$ cat config.mk
export PLATFORM = sky130hd
export DESIGN_NAME = diretorio_msi_n
export DESIGN_NICKNAME = d
export VERILOG_FILES = /design/src/rtl/diretorio_msi_n.sv
export SDC_FILE = /design/constraint.sdc
export NUM_CORES = 1
export LEC_CHECK = 0
export BUFFER_PORTS_ARGS = -buffer_cell sky130_fd_sc_hd__buf_2
export CAP_MARGIN = 40
export CORE_ASPECT_RATIO = 0.6
export CORE_UTILIZATION = 45
export DETAILED_ROUTE_END_ITERATION = 10
export HOLD_SLACK_MARGIN = 0.15
export PLACE_DENSITY_LB_ADDON = 0.1
export SLEW_MARGIN = 25
export SYNTH_ARGS = -nofsm -noshare
export SYNTH_HDL_FRONTEND = slang
export SYNTH_SLANG_ARGS = --single-unit
$ cat constraint.sdc
create_clock -name Clock -period 3.68 [get_ports Clock]
set_input_delay 0.184 -clock Clock [delete_from_list [all_inputs] [get_ports Clock]]
set_output_delay 0.184 -clock Clock [all_outputs]
set_load 0.02 [all_outputs]
$ cat src/rtl/diretorio_msi_n.sv
// rtl/diretorio_msi_n.sv - MSI coherence directory for N processors with memory and message handshakes
module diretorio_msi_n #(
  parameter int N_PROC   = 2,
  parameter int N_BLOCKS = 8,
  parameter int ADDR_W   = 4,
  parameter int DATA_W   = 4,
  parameter int PW       = (N_PROC > 1) ? $clog2(N_PROC) : 1
) (
  input  logic              Clock,
  input  logic              Reset,
  input  logic              req_valid,
  output logic              req_ready,
  input  logic [1:0]        req_type,
  input  logic [PW-1:0]     req_proc,
  input  logic [ADDR_W-1:0] req_addr,
  input  logic [DATA_W-1:0] req_data,
  output logic              msg_valid,
  output logic [2:0]        msg_type,
  output logic [N_PROC-1:0] msg_dest,
  output logic [ADDR_W-1:0] msg_addr,
  input  logic              msg_ack,
  input  logic [DATA_W-1:0] msg_data,
  output logic              mem_rd,
  output logic              mem_wr,
  output logic [ADDR_W-1:0] mem_addr,
  output logic [DATA_W-1:0] mem_wdata,
  input  logic [DATA_W-1:0] mem_rdata,
  input  logic              mem_ack,
  output logic              rep_valid,
  output logic [PW-1:0]     rep_proc,
  output logic [ADDR_W-1:0] rep_addr,
  output logic [DATA_W-1:0] rep_data,
  output logic              rep_err,
  input  logic [ADDR_W-1:0] dbg_addr,
  output logic [2:0]        dbg_state,
  output logic [N_PROC-1:0] dbg_sharers
);

  localparam logic [2:0] ST_IDLE   = 3'd0;
  localparam logic [2:0] ST_LOOKUP = 3'd1;
  localparam logic [2:0] ST_SEND   = 3'd2;
  localparam logic [2:0] ST_MEMWB  = 3'd3;
  localparam logic [2:0] ST_MEMRD  = 3'd4;
  localparam logic [2:0] ST_REPLY  = 3'd5;

  localparam logic [2:0] DIR_I = 3'b001;
  localparam logic [2:0] DIR_S = 3'b010;
  localparam logic [2:0] DIR_M = 3'b011;

  localparam logic [1:0] T_RM = 2'b01;
  localparam logic [1:0] T_WM = 2'b10;
  localparam logic [1:0] T_WB = 2'b11;

  localparam logic [2:0] MSG_FETCH = 3'b011;
  localparam logic [2:0] MSG_FINV  = 3'b100;
  localparam logic [2:0] MSG_INV   = 3'b101;

  localparam int IW = (N_BLOCKS > 1) ? $clog2(N_BLOCKS) : 1;
  localparam logic [ADDR_W:0] NB = (ADDR_W + 1)'(N_BLOCKS);

  // Block addresses are 1-based; 0 means "no block".
  function automatic logic inRange(input logic [ADDR_W-1:0] a);
    return (a != '0) && ({1'b0, a} <= NB);
  endfunction

  function automatic logic [IW-1:0] toIdx(input logic [ADDR_W-1:0] a);
    logic [ADDR_W-1:0] t;
    t = a - 1'b1;
    return IW'(t);
  endfunction

  logic [2:0]        fsm;
  logic [1:0]        reqType;
  logic [PW-1:0]     reqProc;
  logic [ADDR_W-1:0] reqAddr;
  logic [DATA_W-1:0] reqData;
  logic [DATA_W-1:0] replyData;
  logic              replyErr;
  logic [2:0]        msgTypeReg;
  logic [N_PROC-1:0] msgDestReg;
  logic [DATA_W-1:0] wbData;

  logic [2:0]        dirState   [N_BLOCKS];
  logic [N_PROC-1:0] dirSharers [N_BLOCKS];

  logic              addrOk;
  logic [IW-1:0]     idx;
  logic [2:0]        curState;
  logic [N_PROC-1:0] curSharers;
  logic [N_PROC-1:0] pMask;
  logic [N_PROC-1:0] others;
  logic              dbgOk;
  logic [IW-1:0]     dbgIdx;

  assign addrOk     = inRange(reqAddr);
  assign idx        = addrOk ? toIdx(reqAddr) : '0;
  assign curState   = dirState[idx];
  assign curSharers = dirSharers[idx];
  assign pMask      = N_PROC'(1) << reqProc;
  assign others     = curSharers & ~pMask;

  // Transaction sequencer: capture, classify, then walk message/memory handshakes to the reply.
  always_ff @(posedge Clock or posedge Reset) begin
    if (Reset) begin
      fsm        <= ST_IDLE;
      reqType    <= '0;
      reqProc    <= '0;
      reqAddr    <= '0;
      reqData    <= '0;
      replyData  <= '0;
      replyErr   <= 1'b0;
      msgTypeReg <= '0;
      msgDestReg <= '0;
      wbData     <= '0;
    end else begin
      case (fsm)
        ST_IDLE: begin
          if (req_valid) begin
            reqType <= req_type;
            reqProc <= req_proc;
            reqAddr <= req_addr;
            reqData <= req_data;
            fsm     <= ST_LOOKUP;
          end
        end
        ST_LOOKUP: begin
          replyErr  <= 1'b0;
          replyData <= '0;
          if (!addrOk) begin
            replyErr <= 1'b1;
            fsm      <= ST_REPLY;
          end else begin
            case (reqType)
              T_RM: begin
                if (curState == DIR_M) begin
                  msgTypeReg <= MSG_FETCH;
                  msgDestReg <= curSharers;
                  fsm        <= ST_SEND;
                end else begin
                  fsm <= ST_MEMRD;
                end
              end
              T_WM: begin
                if (curState == DIR_M) begin
                  if (curSharers == pMask) begin
                    // Owner asking for ownership it already has is a protocol error.
                    replyErr <= 1'b1;
                    fsm      <= ST_REPLY;
                  end else begin
                    msgTypeReg <= MSG_FINV;
                    msgDestReg <= curSharers;
                    fsm        <= ST_SEND;
                  end
                end else if (curState == DIR_S && others != '0) begin
                  msgTypeReg <= MSG_INV;
                  msgDestReg <= others;
                  fsm        <= ST_SEND;
                end else begin
                  fsm <= ST_MEMRD;
                end
              end
              T_WB: begin
                if (curState == DIR_M && curSharers == pMask) begin
                  wbData    <= reqData;
                  replyData <= reqData;
                  fsm       <= ST_MEMWB;
                end else begin
                  replyErr <= 1'b1;
                  fsm      <= ST_REPLY;
                end
              end
              default: begin
                replyErr <= 1'b1;
                fsm      <= ST_REPLY;
              end
            endcase
          end
        end
        ST_SEND: begin
          if (msg_ack) begin
            if (msgTypeReg == MSG_INV) begin
              fsm <= ST_MEMRD;
            end else begin
              // Owner's dirty data goes both to memory and to the requester.
              wbData    <= msg_data;
              replyData <= msg_data;
              fsm       <= ST_MEMWB;
            end
          end
        end
        ST_MEMWB: begin
          if (mem_ack) fsm <= ST_REPLY;
        end
        ST_MEMRD: begin
          if (mem_ack) begin
            replyData <= mem_rdata;
            fsm       <= ST_REPLY;
          end
        end
        ST_REPLY: begin
          fsm <= ST_IDLE;
        end
        default: begin
          fsm <= ST_IDLE;
        end
      endcase
    end
  end

  // Directory entries change only in the reply cycle so an aborted transaction leaves no trace.
  always_ff @(posedge Clock or posedge Reset) begin
    if (Reset) begin
      for (int i = 0; i < N_BLOCKS; i++) begin
        dirState[i]   <= DIR_I;
        dirSharers[i] <= '0;
      end
    end else if (fsm == ST_REPLY && !replyErr) begin
      case (reqType)
        T_RM: begin
          dirState[idx]   <= DIR_S;
          dirSharers[idx] <= curSharers | pMask;
        end
        T_WM: begin
          dirState[idx]   <= DIR_M;
          dirSharers[idx] <= pMask;
        end
        T_WB: begin
          dirState[idx]   <= DIR_I;
          dirSharers[idx] <= '0;
        end
        default: begin
          dirState[idx]   <= dirState[idx];
          dirSharers[idx] <= dirSharers[idx];
        end
      endcase
    end
  end

  assign req_ready = (fsm == ST_IDLE) && !Reset;

  assign msg_valid = (fsm == ST_SEND);
  assign msg_type  = msg_valid ? msgTypeReg : '0;
  assign msg_dest  = msg_valid ? msgDestReg : '0;
  assign msg_addr  = msg_valid ? reqAddr : '0;

  assign mem_rd    = (fsm == ST_MEMRD);
  assign mem_wr    = (fsm == ST_MEMWB);
  assign mem_addr  = (mem_rd || mem_wr) ? reqAddr : '0;
  assign mem_wdata = mem_wr ? wbData : '0;

  assign rep_valid = (fsm == ST_REPLY);
  assign rep_proc  = rep_valid ? reqProc : '0;
  assign rep_addr  = rep_valid ? reqAddr : '0;
  assign rep_data  = rep_valid ? replyData : '0;
  assign rep_err   = rep_valid & replyErr;

  assign dbgOk       = inRange(dbg_addr);
  assign dbgIdx      = dbgOk ? toIdx(dbg_addr) : '0;
  assign dbg_state   = dbgOk ? dirState[dbgIdx] : 3'b000;
  assign dbg_sharers = dbgOk ? dirSharers[dbgIdx] : '0;

endmodule

; ---- Yosys cells after proc, flatten, opt, wreduce, memory -nomap -nowiden
; Index checks and enable logic that the tools add are counted.
[classes]
addsub = 2
n_lt_le_gt_ge = 5
bitwise_logic = 17
muxes = 72
eq_ne = 23
reduce_logical = 23
shift = 1
[ops]
columns = operator, n
row1 = $pmux 24 s3, 1
row2 = $mux 3, 23
row3 = $mux 4, 14
row4 = $and 16x16->16, 3
row5 = $bwmux 16, 3
row6 = $not 16->16, 3
row7 = $pmux 16 s3, 1
row8 = $bwmux 24, 1
row9 = $mux 2, 11
row10 = $bmux 3 s3, 2
row11 = $or 16x16->16, 1
row12 = $or 8x8->8, 2
row13 = $bmux 2 s3, 2
row14 = $eq 3x2->1 const B, 4
row15 = $ne 2x2->1 const B, 6
row16 = $pmux 3 s4, 1
row17 = $pmux 4 s3, 1
row18 = $reduce_and 6->1, 2
row19 = $demux 3 s3, 1
row20 = $eq 3x3->1 const B, 3
row21 = $pmux 3 s3, 1
row22 = $and 8x8->8, 1
row23 = $ge 4x4->1 const B, 2
row24 = $le 4x4->1 const B, 2
row25 = other kinds (32), 52
[totals]
elab_cells = 169
register_bits = 68

; ---- Depth between registers and ports, before layout
; Gate-level depths: netlist of run 1.
[depth]
depth_word = 15
ltp_mapped = 17
ltp_nobuf = 14

; ---- Worst setup path before layout of run 1
; OpenSTA, ideal clock, no wires.
[synth_timing]
kind = flip-flop to flip-flop
startpoint = register reqAddr[0]
endpoint = register msgTypeReg[2]
t_arrival_ns = 3.842
path_buffers = 3
setup_slack_ns = -0.281
path_stages_with_launch = 18
setup_ns = 0.118
t_required_ns = 3.562
cell_sequence = dfrtp_1 > clkbuf_1 > clkinv_1 > ha_1 > nor2b_1 > buf_6 > o21a_2 > buf_2 > nor3b_1 > o31a_1 > or2_2 > inv_1 > ha_1 > nand2_1 > a21oi_1 > or2_2 > a21o_1 > a21o_1
[synth_via]
elab_chain_cells = 12
elab_cells_between_ends = 24
[synth_rtl]
columns = item, line
row1 = from (decl), 75  ; logic [ADDR_W-1:0] reqAddr;
row2 = from (signal assigned), 121  ; reqAddr <= req_addr;
row3 = $le 4x4->1 or $reduce_bool 4->1 (tied branches), 63  ; return (a != '0) && ({1'b0, a} <= NB);
row4 = $logic_and 1x1->1, 63
row5 = $mux 3, 96  ; assign idx = addrOk ? toIdx(reqAddr) : '0;
row6 = $not 3->4 (implied by the code), "97, 98"
row7 = $bmux 2 s3, 98  ; assign curSharers = dirSharers[idx];
row8 = $mux 2 (implied by the code) (2 in a row), 98
row9 = $and 2x2->2, 100  ; assign others = curSharers & ~pMask;
row10 = $reduce_bool 2->1, 154  ; end else if (curState == DIR_S && others != '0) begin
row11 = $logic_and 1x1->1, 154
row12 = $ne 3x3->1 (no line), n/a
row13 = $reduce_and 6->1 (no line), n/a
row14 = to (signal assigned), 136  ; msgTypeReg <= MSG_FETCH;
row15 = to (signal assigned), 150  ; msgTypeReg <= MSG_FINV;
row16 = to (signal assigned), 155  ; msgTypeReg <= MSG_INV;
row17 = to (decl), 79  ; logic [2:0] msgTypeReg;
; Several ways; a longest one is shown, not always the timed one. The select of a mux whose other input is x is not followed.
; A chain may end at the register's enable or synchronous reset.

; ---- Final worst setup path of run 1
[layout_timing]
startpoint = register reqAddr[1]
endpoint = register msgTypeReg[2]
; The elaborated chain is that of the path after synthesis.

==> qor.txt, run 1 <==
Share of async-settable or async-resettable flops after synthesis = 100.0%
CTS tree = yes
Largest net degree at the start of global routing = 29
Max VDD drop = 530.0 µV
Die Y = 79.62 µm
CP bufs+invs = 3
Gr ovfl total = 0
Post-synthesis register bit count = 68
Slew Viols, Final = 0
P&R area growth vs syn = 22.46%
Max FO, Critical Path = 7
Routed Antenna Nets = 0
Die X = 131.4 µm
Cell count after synthesis = 479
Clk_skew = 4.290 ps
Cell Count, Final, Fillers Out = 697
Cell Pwr Density = 971.5 nW/µm²
Run status = finished clean
CP max stage delay = 380 ps
FMAX = 287.9 MHz
Vias per cell = 5.943
Cell with the most instances on the worst path = or2_2
Hpwl dp = 10,310 µm
Worst-case clock buffer depth = 2
Iter 0 DRT Violations = 460
Final number of hold-violating endpoints = 0
Min Tclk post-route = 3474 ps
Pre-antenna DRT Iters = 6
Final setup viols = 0
Routed WL per cell = 19.77 µm
Post-synth EDFFs = 0
Maxcap violations = 0
Critical path depth = 15
Critical Path RT = 3910 ps
Clk_lat worst skew = 340 ps
Drc violations = 0
Synth Area per Inst = 9.432 µm²
CTS Root Cell = clkbuf_16
Synth Flop Type = dfrtp_1
Global-route wire length before repair = 21,830 µm
Syn_nets = 515
Post-synth top area cell = dfrtp_1
Die area = 10,460 µm²
Worst setup SP type = flip-flop
Routed WL = 13,780 µm
Min-Delay Path Depth = 4
Vias in the first global route = 3,933
Core Region = 9459 µm²
CTS clk-pin slew, worst paths = 60 ps
Port bufs = 64
Diode count = 0
Synth top area cells = dfrtp_1, mux2_2, mux2i_1, dfstp_2, nand2_1
Synth top cells by count = dfrtp_1, nand2_1, mux2_2
# IOs = 65
Distinct cells, synth = 60
NumNets Final = 598
Clock sink count = 68
RSZ-0062 raised after global routing = false
Synth warnings = 0
Worst path cell trace = inv_1, ha_2, nor2b_2, buf_4, nor2_1, or2_2, a22o_1, or2_2, inv_1, ha_1, nand2_2, a21oi_1, or2_2, a21o_1, a21o_1
Initial antenna violation count = 0
Lkg Pwr = 2.600 nW
CTS Buf Count = 9
CP max stage cell = dfrtp_1
Post-CTS Setup Inserts = 0
Share of layout cells above drive strength 1 = 30.86%
Final TNS setup = 0 ps
Critical path's top delay family = simple AND/OR/NAND/NOR gates
Final period util = 94.40%
Gp weighted congestion = 0.8982
H-tree level count = 3
Worst endpoint data arrival time = 3710 ps
Starting Density = 47.76%
Max-slew headroom = 47.15%
Worst Hold Class = in2reg
Gr usage total = 27.64%
Setup CP Type = reg2reg
Row count = 27
Crit. End Element = flip-flop
DP Cell Count = 669
Synth top area share = 33.23%
FF-to-FF path depth = 15
Vias = 4,142
Least-Margin Pin Slew = 789.8 ps
Post-synthesis sequential area ratio = 37.88%
Most frequent cell after synthesis = dfrtp_1
Synthesized cell area = 4518 µm²
[logic make-up after synthesis]
kind of cell,synth area share (%)
buf+inv,4.376
xor+xnor,1.163
compound gates,16.17
mux,18.83
fa+ha+maj,2.216
flops,37.88
simple gates,19.36
[power breakdown]
part	internal (W)	switching, W
Sequential	0.00105	0.000364
Combinational	0.00127	0.00176
Clock	0.000590	0.000343
Total	0.00291	0.00246
[final cells by class]
type | instances | area (µm²)
inverter | 24 | 91.34
clock inverter | 7 | 91.34
timing repair buffer | 98 | 615.6
fill | 867 | 3926
clock buffer | 9 | 225.2
tap | 130 | 162.7
sequential | 68 | 1712
multi-input combinational | 361 | 2635
[tightest hold or removal path, stage by stage]
cell and delay (ps):
buf_2 100, nand2_1 50, nand2_1 50, mux2_1 110
[metrics by stage]
step	power, W	cell area [µm²]	worst slack (ps)	util [%]	hold slack (ps)
2_1_floorplan	0.003398	4523	31.17	-	300.8
3_3_place_gp	0.004266	5054	266.6	53.43	392.4
3_5_place_dp	0.004327	5079	203.6	53.69	192.1
4_1_cts	0.005291	5515	161.6	58.31	168.6
5_1_grt	0.005735	5533	30.22	58.49	205.9
6_report	0.005375	5533	206.2	58.49	172.3
[repair_timing]
| item | in CTS | in global routing |
|---|---|---|
| endpoints found under the setup margin | 0 | 21 |
| hold buffers | 12 | 0 |
| endpoints found under the hold margin | 24 | 0 |
| gates resized for setup | 0 | 4 |
[cell usage in the layout (no fill, tap or decap), drive strengths merged, types with 4 or more instances in the layout]
cell type,n
ha,8
nand2,48
xnor2,5
buf,86
mux2i,22
clkbuf,9
nor2b,8
a31oi,8
o221ai,5
and2,21
dfrtp,60
inv,21
o21ai,24
dfstp,8
nor3b,4
clkinv,7
nand3,4
mux2,50
nand2b,9
or2,7
o211ai,5
a22o,7
and3,6
a222oi,15
o22ai,4
a21oi,16
or3,4
nor3,11
a21o,4
dlygate4sd3,12
nor2,33
[layer usage]
layer / global-route usage [%] / vias up / wire length (µm)
met5: 0 / - / 0
met2: 35.53 / 183 / 5286
met1: 44.28 / 2031 / 7252
met3: 6.540 / 9 / 1146
li1: - / 1919 / -
met4: 7.209 / 0 / 95
[path summary, 6_finish.rpt]
check                                 start             to  slack, ps
max in group asynchronous             Reset      async pin       2520
worst max-delay path             reqAddr[1]  msgTypeReg[2]        210
min in group asynchronous             Reset      wbData[2]        390
worst max register to register   reqAddr[1]  msgTypeReg[2]        210
worst min register to register    wbData[2]      wbData[2]        480
worst min-delay path            msg_data[1]      wbData[1]        170
Note: power is estimated with default switching activity, not from simulation.
==> run 2, diff against run 1 <==
- REMOVE_ABC_BUFFERS: unset -> 1
==> qor.txt, run 2 (synthesis results as in run 1) <==
Run status = finished clean (unchanged)
Core Region = 9459 µm² (unchanged)
Gr ovfl total = 0 (unchanged)
Critical Path RT = 3910 ps (about the same)
Vias = 4,225 (was 4,142)
# IOs = 65 (unchanged)
NumNets Final = 594 (was 598)
Diode count = 0 (unchanged)
Worst path cell trace = inv_1, ha_2, nor2b_1, buf_4, nor2_1, or2_2, a22o_1, or2_2, inv_1, ha_1, nand2_2, a21oi_1, or2_2, a21o_1, a21o_1 (was inv_1, ha_2, nor2b_2, buf_4, nor2_1, or2_2, a22o_1, or2_2, inv_1, ha_1, nand2_2, a21oi_1, or2_2, a21o_1, a21o_1)
Starting Density = 47.76% (unchanged)
Initial antenna violation count = 0 (unchanged)
Routed WL = 13,970 µm (was 13,780 µm)
Gp weighted congestion = 0.9209 (was 0.8982)
Crit. End Element = flip-flop (unchanged)
Most common cell after layout, fill and taps aside = buf_2 (unchanged)
Drc violations = 0 (unchanged)
CP bufs+invs = 3 (unchanged)
Min Tclk post-route = 3552 ps (was 3474 ps)
Slew Viols, Final = 0 (unchanged)
CP max stage cell = dfrtp_1 (unchanged)
Tot Pwr = 0.005385 W (was 0.005375 W)
Final setup viols = 0 (unchanged)
Most frequent cells in the layout = buf_2, dfrtp_1, nand2_1 (unchanged)
Lkg Pwr = 2.574 nW (was 2.600 nW)
Cell with the most instances on the worst path = or2_2 (unchanged)
Largest net degree at the start of global routing = 31 (was 29)
Critical path depth = 15 (unchanged)
Worst Hold Class = in2reg (unchanged)
Hpwl dp = 10,470 µm (was 10,310 µm)
Routed WL per cell = 20.16 µm (was 19.77 µm)
Crit path from = reqAddr[1] (unchanged)
H-tree level count = 3 (unchanged)
R2r endpoint = msgTypeReg[2] (unchanged)
Max FO, Critical Path = 7 (unchanged)
Least-Margin Pin Slew = 861.6 ps (was 789.8 ps)
Iter 0 DRT Violations = 609 (was 460)
Gr usage total = 28.28% (was 27.64%)
Final period util = 96.52% (was 94.40%)
Share of layout cells above drive strength 1 = 30.02% (was 30.86%)
Setup CP Type = reg2reg (unchanged)
Port bufs = 64 (unchanged)
CTS Buf Count = 9 (unchanged)
Max VDD drop = 531.1 µV (was 530.0 µV)
Maxcap violations = 0 (unchanged)
Die X = 131.4 µm (unchanged)
Worst setup path end = msgTypeReg[2] (unchanged)
Worst setup SP type = flip-flop (unchanged)
Die area = 10,460 µm² (unchanged)
FMAX = 281.6 MHz (was 287.9 MHz)
Clk_skew = 8.183 ps (was 4.290 ps)
Clk_lat worst skew = 340 ps (about the same)
Worst-case clock buffer depth = 2 (unchanged)
Final Cell Area = 5512 µm² (was 5533 µm²)
Worst reg2reg path startpoint = reqAddr[1] (unchanged)
Row count = 27 (unchanged)
Vias per cell = 6.097 (was 5.943)
Vias in the first global route = 3,989 (was 3,933)
Area post-placement = 5047 µm² (was 5079 µm²)
Critical path's top delay family = simple AND/OR/NAND/NOR gates (unchanged)
Clock sink count = 68 (unchanged)
CP max stage delay = 380 ps (about the same)
Global-route wire length before repair = 22,290 µm (was 21,830 µm)
Final number of hold-violating endpoints = 0 (unchanged)
Pre-antenna DRT Iters = 5 (was 6)
Routed Antenna Nets = 0 (unchanged)
FF-to-FF setup slack = 130 ps (was 210 ps)
Post-CTS Setup Inserts = 0 (unchanged)
Cell Pwr Density = 977.0 nW/µm² (was 971.5 nW/µm²)
Worst endpoint data arrival time = 3780 ps (was 3710 ps)
CTS tree = yes (unchanged)
P&R area growth vs syn = 21.99% (was 22.46%)
Final TNS setup = 0 ps (unchanged)
FF-to-FF path depth = 15 (unchanged)
Max-slew headroom = 42.41% (was 47.15%)
CTS Root Cell = clkbuf_16 (unchanged)
Die Y = 79.62 µm (unchanged)
CTS clk-pin slew, worst paths = 60 ps (about the same)
## run 2: changes by cell type in the layout (fill, tap and decap cells not counted)
cell        before  now
clkbuf_8         0    1
clkinv_1         2    3
clkinvlp_4       1    3
clkinv_2         4    1
buf_4           20   17
clkinv_4         1    0
nor2b_2          1    0
nor2b_1          7    8
buf_2           65   64
## run 2: routing by layer
metal	GRT usage [%]	vias to the layer above	routed length, µm
met5	0	-	0
met4	7.209	0	220
met3	8.127	26	1734
met2	38.67	228	5427
met1	42.72	2061	6586
li1	-	1910	-
## run 2: how the worst min path moves through the flow
stage,end,cells after the start,startpoint,slack (ps)
floorplan,reqAddr[0],2,req_addr[0],300
global placement,reqAddr[2],3,req_addr[2],390
detailed placement,replyData[0],2,Reset,150
CTS,wbData[0],4,msg_data[0],160
global route,wbData[3],4,msg_data[3],190
finish,wbData[0],4,msg_data[0],160
## run 2: metrics by stage
stage | utilization (%) | instances | hold slack, ps | setup WS (ps)
floorplan | - | 453 | 300.8 | -36.50
global placement | 53.15 | 664 | 392.4 | 188.8
detailed placement | 53.36 | 665 | 145.4 | 100.8
CTS | 58.08 | 693 | 158.4 | 67.22
global route | 58.27 | 693 | 190.7 | -22.26
finish | 58.27 | 693 | 158.2 | 128.2
## run 2: report_power, final
| group | switching (W) | internal (W) |
|---|---|---|
| logic | 0.00177 | 0.00122 |
| registers | 0.000385 | 0.00105 |
| clock network | 0.000347 | 0.000610 |
## run 2: worst min-delay path, stage by stage
cell     delay (ps)
buf_2            90
nand2_1          40
nand2_1          40
mux2_1          110
## run 2: layout make-up
cell class / instances / area, µm²
fillers: 849 / 3948
inverters: 24 / 90.09
repair buffers: 94 / 588.1
clock buffers: 10 / 239.0
multi-input cells: 361 / 2633
flip-flops and latches: 68 / 1712
well taps: 130 / 162.7
clock inverters: 6 / 87.58
## run 2: repair_timing
| action | in CTS | in global routing |
|---|---|---|
| hold buffers | 12 | 0 |
| setup endpoints to repair | 0 | 23 |
| endpoints found under the hold margin | 47 | 0 |
| gates resized for setup | 0 | 4 |
